$ cat src/rtl/dsp_rd_order_sched_pkg.sv
// Shared definitions for the read-order scheduler of the interconnect
// dispatcher: slave/length widths, queue depth and the layout of one
// order entry {slv_id, len}.
package dsp_rd_order_sched_pkg;

    localparam int SLV_AMT     = 2;
    localparam int SLV_ID_W    = (SLV_AMT > 1) ? $clog2(SLV_AMT) : 1;
    localparam int LEN_W       = 8;
    localparam int OST_DEPTH   = 4;
    localparam int OST_CNT_W   = $clog2(OST_DEPTH + 1);
    localparam int ORD_ENTRY_W = SLV_ID_W + LEN_W;

    // One outstanding read: which slave answers it and how many beats (len+1).
    typedef struct packed {
        logic [SLV_ID_W-1:0] slv_id;
        logic [LEN_W-1:0]    len;
    } ord_entry_t;

endpackage

$ cat src/rtl/dsp_ord_queue.sv
// First-word-fall-through register queue holding outstanding read orders.
// Ports:
//   clk_i, rst_ni   clock, synchronous active-low reset
//   push_i/data_i   write data_i at the tail (ignored when full)
//   pop_i           drop the head entry (ignored when empty)
//   head_o          current head entry, valid while empty_o=0
//   empty_o/full_o  occupancy flags
//   count_o         number of stored entries
module dsp_ord_queue #(
    parameter int DEPTH = 4,
    parameter int W     = 9
) (
    input  logic                       clk_i,
    input  logic                       rst_ni,
    input  logic                       push_i,
    input  logic [W-1:0]               data_i,
    input  logic                       pop_i,
    output logic [W-1:0]               head_o,
    output logic                       empty_o,
    output logic                       full_o,
    output logic [$clog2(DEPTH+1)-1:0] count_o
);

    localparam int PTR_W = $clog2(DEPTH);
    localparam int CNT_W = $clog2(DEPTH + 1);

    logic [W-1:0]     mem_q [DEPTH];
    logic [PTR_W-1:0] wr_ptr_q, wr_ptr_d;
    logic [PTR_W-1:0] rd_ptr_q, rd_ptr_d;
    logic [CNT_W-1:0] count_q, count_d;
    logic             push_ok, pop_ok;

    assign empty_o = (count_q == '0);
    assign full_o  = (count_q == CNT_W'(DEPTH));
    assign count_o = count_q;
    assign head_o  = mem_q[rd_ptr_q];

    assign push_ok = push_i & ~full_o;
    assign pop_ok  = pop_i & ~empty_o;

    // Depth is a power of two, so pointers wrap by natural overflow.
    always_comb begin
        wr_ptr_d = wr_ptr_q;
        rd_ptr_d = rd_ptr_q;
        count_d  = count_q;
        if (push_ok) wr_ptr_d = wr_ptr_q + PTR_W'(1);
        if (pop_ok)  rd_ptr_d = rd_ptr_q + PTR_W'(1);
        if (push_ok && !pop_ok)      count_d = count_q + CNT_W'(1);
        else if (!push_ok && pop_ok) count_d = count_q - CNT_W'(1);
    end

    always_ff @(posedge clk_i) begin
        if (!rst_ni) begin
            wr_ptr_q <= '0;
            rd_ptr_q <= '0;
            count_q  <= '0;
            for (int i = 0; i < DEPTH; i++) mem_q[i] <= '0;
        end else begin
            wr_ptr_q <= wr_ptr_d;
            rd_ptr_q <= rd_ptr_d;
            count_q  <= count_d;
            if (push_ok) mem_q[wr_ptr_q] <= data_i;
        end
    end

endmodule

$ cat src/rtl/dsp_rd_order_sched.sv
// Read-order scheduler for one master port of the interconnect dispatcher.
// Records {slave, length} of every accepted AR, steers the R dispatcher to the
// slave whose beats are due next, counts forwarded beats and retires the head
// on its last beat so R data returns in AR issue order.
// Ports:
//   ACLK_i, ARESETn_i   clock, synchronous active-low reset
//   ar_hsk_i            AR accepted this cycle (ARVALID & ARREADY)
//   ar_slv_id_i/len_i   slave and ARLEN of that AR
//   r_valid_q1_i/ready  R skid-buffer input handshake
//   r_last_i            RLAST of the presented beat
//   r_slv_id_o          slave select for the R dispatcher
//   r_disable_o         no transaction due; R must not be forwarded
//   ar_stall_o          order queue full; AR dispatcher must hold ARREADY low
//   ost_cnt_o           outstanding transactions
//   len_err_o           sticky: RLAST disagreed with the beat count, or an AR
//                       was accepted while stalled
// Handshake semantics: a beat transfers only in a cycle where valid and ready
// are both high and r_disable_o is low; valid/ready are never combinationally
// derived from each other here, and ar_stall_o depends only on registered state.
module dsp_rd_order_sched
    import dsp_rd_order_sched_pkg::*;
(
    input  logic                 ACLK_i,
    input  logic                 ARESETn_i,
    input  logic                 ar_hsk_i,
    input  logic [SLV_ID_W-1:0]  ar_slv_id_i,
    input  logic [LEN_W-1:0]     ar_len_i,
    input  logic                 r_valid_q1_i,
    input  logic                 r_ready_q1_i,
    input  logic                 r_last_i,
    output logic [SLV_ID_W-1:0]  r_slv_id_o,
    output logic                 r_disable_o,
    output logic                 ar_stall_o,
    output logic [OST_CNT_W-1:0] ost_cnt_o,
    output logic                 len_err_o
);

    ord_entry_t           push_entry;
    ord_entry_t           head;
    logic                 q_empty, q_full;
    logic                 push, beat_fire, beat_last, pop;
    logic [LEN_W-1:0]     beat_cnt_q, beat_cnt_d;
    logic                 len_err_q, len_err_d;

    assign push_entry = '{slv_id: ar_slv_id_i, len: ar_len_i};

    // A handshake while stalled is a protocol violation: drop it, flag it.
    assign push      = ar_hsk_i & ~q_full;
    assign beat_fire = r_valid_q1_i & r_ready_q1_i & ~q_empty;
    assign beat_last = (beat_cnt_q == head.len);
    // Retirement follows the counter, never RLAST.
    assign pop       = beat_fire & beat_last;

    dsp_ord_queue #(
        .DEPTH (OST_DEPTH),
        .W     (ORD_ENTRY_W)
    ) u_queue (
        .clk_i   (ACLK_i),
        .rst_ni  (ARESETn_i),
        .push_i  (push),
        .data_i  (push_entry),
        .pop_i   (pop),
        .head_o  (head),
        .empty_o (q_empty),
        .full_o  (q_full),
        .count_o (ost_cnt_o)
    );

    always_comb begin
        beat_cnt_d = beat_cnt_q;
        len_err_d  = len_err_q;
        if (beat_fire) begin
            beat_cnt_d = beat_last ? '0 : beat_cnt_q + LEN_W'(1);
            if (r_last_i != beat_last) len_err_d = 1'b1;
        end
        if (ar_hsk_i && q_full) len_err_d = 1'b1;
    end

    always_ff @(posedge ACLK_i) begin
        if (!ARESETn_i) begin
            beat_cnt_q <= '0;
            len_err_q  <= 1'b0;
        end else begin
            beat_cnt_q <= beat_cnt_d;
            len_err_q  <= len_err_d;
        end
    end

    assign r_slv_id_o  = q_empty ? '0 : head.slv_id;
    assign r_disable_o = q_empty;
    assign ar_stall_o  = q_full;
    assign len_err_o   = len_err_q;

endmodule
$ cat config.mk
export PLATFORM = sky130hd
export DESIGN_NAME = dsp_rd_order_sched
export DESIGN_NICKNAME = d
export VERILOG_FILES = /design/src/rtl/dsp_rd_order_sched_pkg.sv /design/src/rtl/dsp_ord_queue.sv /design/src/rtl/dsp_rd_order_sched.sv
export SDC_FILE = /design/constraint.sdc
export NUM_CORES = 1
export LEC_CHECK = 0
export CELL_PAD_IN_SITES_DETAIL_PLACEMENT = 0
export CELL_PAD_IN_SITES_GLOBAL_PLACEMENT = 1
export CORE_MARGIN = 2
export CORE_UTILIZATION = 45
export DETAILED_ROUTE_END_ITERATION = 16
export GPL_TIMING_DRIVEN = 0
export PLACE_DENSITY_LB_ADDON = 0.1
export SYNTH_ARGS = -nofsm -noshare
export SYNTH_HDL_FRONTEND = slang
export SYNTH_SLANG_ARGS = --single-unit
$ cat constraint.sdc
create_clock -name ACLK_i -period 5.96 [get_ports ACLK_i]
set_clock_uncertainty 0.05 [all_clocks]
set_input_delay 1.788 -clock ACLK_i [delete_from_list [all_inputs] [get_ports ACLK_i]]
set_output_delay 1.788 -clock ACLK_i [all_outputs]
set_load 0.02 [all_outputs]
; ---- Word level (Yosys, flattened, before mapping)
; Memories as Yosys holds them, arrays and structs flattened. A register that Yosys moved wholly into a read port is not among the register bits.
; Cells that the tools add are included.
[word_totals]
word_cells = 49
regBits = 16
n_memories = 1
latch_bits = 0
mem_bits_rw = 36
mem_bits_ro = 0
inputBits = 15
out_inout_bits = 7
[mem_list]
columns = memory, depth, word_bits, rd, rd_ports_with_merged_regs, wr, line_no
row1 = u_queue.mem_q, 4, 9, 1, 1, 4, dsp_ord_queue.sv:27  ; logic [W-1:0] mem_q [DEPTH];
[classes]
div_mod_pow = 0
shifts = 0
n_mux = 16
add_sub_neg = 5
bitwise_logic = 8
n_eq_ne = 3
reduce_logical = 11
n_lt_le_gt_ge = 0
mul = 0
[op_table]
columns = op, count
row1 = 2-to-1 mux 1 bit, 9
row2 = 2-to-1 mux 9 bit, 1
row3 = OR reduction 9 bit, 1
row4 = "adder 8 x 1 -> 8 bit, second input constant", 1
row5 = equality test 8 bit, 1
row6 = 2-to-1 mux 8 bit, 1
row7 = AND 1 bit, 6
row8 = 2-to-1 mux 2 bit, 3
row9 = 2-to-1 mux 3 bit, 2
row10 = nonzero test 2 bit, 3
row11 = "adder 2 x 1 -> 2 bit, second input constant", 2
row12 = "adder 3 x 1 -> 3 bit, second input constant", 1
row13 = "equality test 3 bit, second input constant", 1
row14 = logical AND 1 bit, 3
row15 = logical NOT 3 bit, 1
row16 = "subtractor 3 x 1 -> 3 bit, second input constant", 1
row17 = logical NOT 1 bit, 2
row18 = inverter 1 bit, 2
row19 = AND reduction 2 bit, 1
row20 = != test 1 bit, 1

; ---- Logic depth before layout (Yosys ltp)
[logic_depth]
word_depth = 9
mapped_depth = 12
ltp_nobuf = 10

; ---- Modules after synthesis
; A second synthesis with hierarchy kept.
[hier_totals]
hier_cells = 193
hier_area_um2 = 2588.7
[modules_own_cells]
columns = mod, cells_each, instances, area_per_inst_um2, seq_area_each_um2
row1 = dsp_ord_queue, 135, 1, 2040.7, 1261.2
row2 = dsp_rd_order_sched, 58, 1, 548.0, 180.2

; ---- Least setup slack after synthesis
; Ideal clock, no wire load.
[synth_timing]
kind = input to register
startpoint = in ar_hsk_i
endpoint = mem u_queue.mem_q[0][0], enable pin
cell_stages = 6
t_arrival_ps = 3203
required_ps = 5569
setup_slack_ps = 2366
path_buffers = 1
setup_time_ps = 341
cell_sequence = nand2b_1 > inv_1 > and2_1 > clkbuf_1 > nor3b_1 > nand2b_1
[synth_lines]
columns = item, line_no
row1 = start: declaration, dsp_rd_order_sched.sv:25  ; input logic ar_hsk_i,
row2 = end: declaration, dsp_ord_queue.sv:27

==> run summary <==
At the end of routability-driven placement, the weighted congestion stood at 0.770. The quantity of I/O buffers inserted on ports came out at 21. In this run the most critical hold path is launched from u_queue.rd_ptr_q[0]$_SDFFE_PN0P_. Of all cell types, the one taking the most synthesized area is sky130_fd_sc_hd__edfxtp_1. The worst setup path is captured at a register. The switching power share of the total was 26.6%; the number of max-cap violations was 0. After legalization and detailed placement, the total HPWL measured 3.25 mm.

For this run, design rule violations remaining after detail routing come to 0. Summed over all nets, the switching power comes to 0.232 mW. The pre-antenna-repair detailed-routing pass consisted of 4 iterations. Sum of internal, switching and leakage power: 0.870 mW. Flip-flop and latch count after synthesis: 54. The launch instance of the worst register-to-register path is u_queue.count_o[0]$_SDFFE_PN0P_. Setup repair after global routing left no endpoint under its margin. The mean cell area of the mapped netlist works out to 12.4 sq um.

The largest fanout on the critical path is 10. The count of hold buffers inserted by post-cts repair is 0, and the cell leakage power is 1.08 nW. In this run the horizontal extent of the chip is 77.8 microns.

Clock-pin slew was measured on the worst setup and hold paths at 90 ps. VDD sags by at most 0.187 mV. The run gives 7.63 mm as the wire length of the first global-routing pass. TritonCTS built the clock tree.

The flow ran to the end, and the final reports show no timing, DRC or antenna violations. The number of warnings printed during yosys synthesis was 0. Leaving out fill and tap cells, the most frequent cells in the layout are sky130_fd_sc_hd__edfxtp_1, sky130_fd_sc_hd__nor2_1, sky130_fd_sc_hd__clkdlybuf4s50_1. Total core area: 5170 sq um. No sink is reached through more buffers than the 2 on the longest clock path. The logs give 16.5% for the overall routing resource usage and 22 for the count of boundary I/O pins. Counting every net in the synthesized netlist gives 216. The final clock period utilization by the worst path is 80.0%, and the die outline area is 6050 sq um.

The share of the Yosys chip area taken by registers is 58.8%. The clock drives 54 sinks. The fraction of layout cells with a size suffix above 1 was 8.37%.

The post-synthesis cell count was 198. The leading cell type in the layout, fill and taps excluded was sky130_fd_sc_hd__edfxtp_1. The average routed wire per standard cell works out to 15.3 microns. The logs give 0 for the number of failing setup endpoints in the final timing report and 22.9% for the relative max-transition margin. The part of the power in the clock network was 28.7%; the highest achievable clock rate was 210 MHz.

The number of clock buffers added by TritonCTS is 5. Summing over every cut layer, the via total after detailed routing is 1518. The fraction of registers with async set or reset after synthesis works out to 0%. Data on the critical path is required at its endpoint by 5850 ps. Sorting the synthesized cells by area gives the leading types as sky130_fd_sc_hd__edfxtp_1, sky130_fd_sc_hd__dfxtp_1, sky130_fd_sc_hd__mux4_2. The worst path in the final design needs a cycle of 4770 ps, including I/O delays and setup. The final hold slack was 463 ps. In this run the remaining antenna-violating nets after routing total 0. Minimum setup slack after placement: 874 ps.

The worst setup path is launched from an input pin. In this run the number of H-tree levels came out at 2. The tree is rooted in a sky130_fd_sc_hd__clkbuf_8. The floorplan has 26 rows. The most used flip-flop cell after synthesis is sky130_fd_sc_hd__edfxtp_1.

Of the total power, registers draw 52.3%. Setup total negative slack on the finished layout was measured at 0 ps. The areal power density over the cells is 304 nW/um^2. Once the floorplan was initialized, standard cells occupied 47.4% of the core.

The clock reaches the later pin of the worst-skew pair after 300 ps. The logs give 4660 ps for the worst endpoint data arrival time and 33 for the distinct cell type count of the synthesized netlist. The slew of the pin with the lowest slew margin was 1150 ps. The category of the critical setup timing path was in -> reg. Per report_power, the combinational group accounts for 19.0% of the total. The final worst slack is 1190 ps. In this run the vertical extent of the chip is 77.8 microns. The count of endpoints failing hold in the final timing report is 0, and the total setup buffers inserted after CTS is 0. Number of pins exceeding their max-slew limit in the final report: 0. The share of the synthesized area in the top cell type was 44.1%; the antenna diode instance count was 0. The number of enable-type register cells in the synthesized netlist was 36. The tools report the maximum number of pins on one net before global-route repair as 19.

The routed design has 4.54 mm of wire. After synthesis the cells add up to 2450 sq um. Starting DRC count in detailed routing: 37. In the routed layout, each cell is associated on average with a via count of 5.11. Via count of the first global-routing pass: 1545. The global-route congestion overflow total came out at 0. In this run the worst hold path is classified as reg -> reg. The synthesis-to-layout area growth is 16.9%, and the internal power consumption is 0.639 mW. The tools report the launch point of the worst path as ar_hsk_i. The net count reported at finish was 244; the number of antenna violations at the first check in global routing was 0. The number of gates resized after CTS is 0.
[Yosys cell counts, types with 2 or more instances]
master                     number
sky130_fd_sc_hd__mux2i_1        4
sky130_fd_sc_hd__a21boi_0       2
sky130_fd_sc_hd__o311ai_0       2
sky130_fd_sc_hd__xnor2_1       11
sky130_fd_sc_hd__o21ai_0        3
sky130_fd_sc_hd__ha_1           2
sky130_fd_sc_hd__mux4_2         9
sky130_fd_sc_hd__nor2_1        27
sky130_fd_sc_hd__edfxtp_1      36
sky130_fd_sc_hd__or3_1          2
sky130_fd_sc_hd__nand2_1       16
sky130_fd_sc_hd__and2_1        12
sky130_fd_sc_hd__dfxtp_1       18
sky130_fd_sc_hd__nor3b_1        2
sky130_fd_sc_hd__clkbuf_1       6
sky130_fd_sc_hd__and3_1         2
sky130_fd_sc_hd__nand4_1        5
sky130_fd_sc_hd__xor2_1         7
sky130_fd_sc_hd__nand3b_1       2
sky130_fd_sc_hd__inv_1         11
sky130_fd_sc_hd__nor2b_1        2
sky130_fd_sc_hd__nand2b_1       6
[sequential cells by signal (all words and copies together) (netlist names), named ones only]
signal,cells
u_queue.wr_ptr_q,2
len_err_o,1
u_queue.rd_ptr_q,2
u_queue.count_o,3
beat_cnt_q,8
u_queue.mem_q,36
[kinds of logic (layout without fill, tap and decap cells)]
family | after synthesis | in the layout | synth area share [%]
AND/OR/NAND/NOR | 78 | 78 | 15.6
flip-flops | 54 | 54 | 58.8
buffers and inverters | 19 | 48 | 3.22
XOR/XNOR | 18 | 18 | 6.43
AO/OA/AOI/OAI | 13 | 13 | 4.19
multiplexers | 13 | 13 | 9.90
adder cells (fa/ha/maj) | 3 | 3 | 1.84
[cell type report]
| class | count | area, sq um |
|---|---|---|
| Buffer | 8 | 37.5 |
| Inverter | 11 | 41.3 |
| Tap cell | 70 | 87.6 |
| Sequential cell | 54 | 1440 |
| Timing Repair Buffer | 21 | 210 |
| Multi-Input combinational cell | 125 | 931 |
| Clock inverter | 3 | 47.5 |
| Fill cell | 453 | 2310 |
| Clock buffer | 5 | 68.8 |
[power groups by stage]
stage | Clock [mW] | Combinational, mW | Sequential [mW]
floorplan | 0 | 0.0973 | 0.466
global placement | 0 | 0.161 | 0.461
detailed placement | 0 | 0.167 | 0.464
CTS | 0.256 | 0.168 | 0.456
global route | 0.276 | 0.183 | 0.460
finish | 0.249 | 0.166 | 0.455
[path summary, 6_finish.rpt]
check / end / slack (ps) / depth (start not counted)
setup / recovery: u_queue.mem_q[0][1]$_SDFFCE_PN0P_ / 1190 / 7
hold / removal: u_queue.rd_ptr_q[0]$_SDFFE_PN0P_ / 460 / 2
setup reg to reg: u_queue.mem_q[0][1]$_SDFFCE_PN0P_ / 2470 / 7
hold reg to reg: u_queue.rd_ptr_q[0]$_SDFFE_PN0P_ / 460 / 2
[layer usage]
| layer | global-route usage, % | up-vias | routed length (microns) |
|---|---|---|---|
| met5 | 0 | - | 0 |
| met4 | 3.75 | 0 | 29 |
| met3 | 3.14 | 4 | 147 |
| met2 | 30.2 | 24 | 2480 |
| met1 | 20.0 | 743 | 1890 |
| li1 | - | 747 | - |
[metrics by stage]
step | util, % | area, sq um | std cells
3_3_place_gp | 53.1 | 2750 | 289
5_1_grt | 55.4 | 2870 | 297
6_report | 55.4 | 2870 | 297
3_5_place_dp | 53.1 | 2750 | 289
4_1_cts | 55.4 | 2870 | 297
2_1_floorplan | - | 2450 | 198
[critical path, cell delays in order]
cell	delay, ps
sky130_fd_sc_hd__clkdlybuf4s50_1	480
sky130_fd_sc_hd__nand2b_1	150
sky130_fd_sc_hd__inv_1	170
sky130_fd_sc_hd__and2_1	140
sky130_fd_sc_hd__clkbuf_1	420
sky130_fd_sc_hd__nor3b_1	990
sky130_fd_sc_hd__nand2b_1	530
Power figures use the tool's default switching activity.
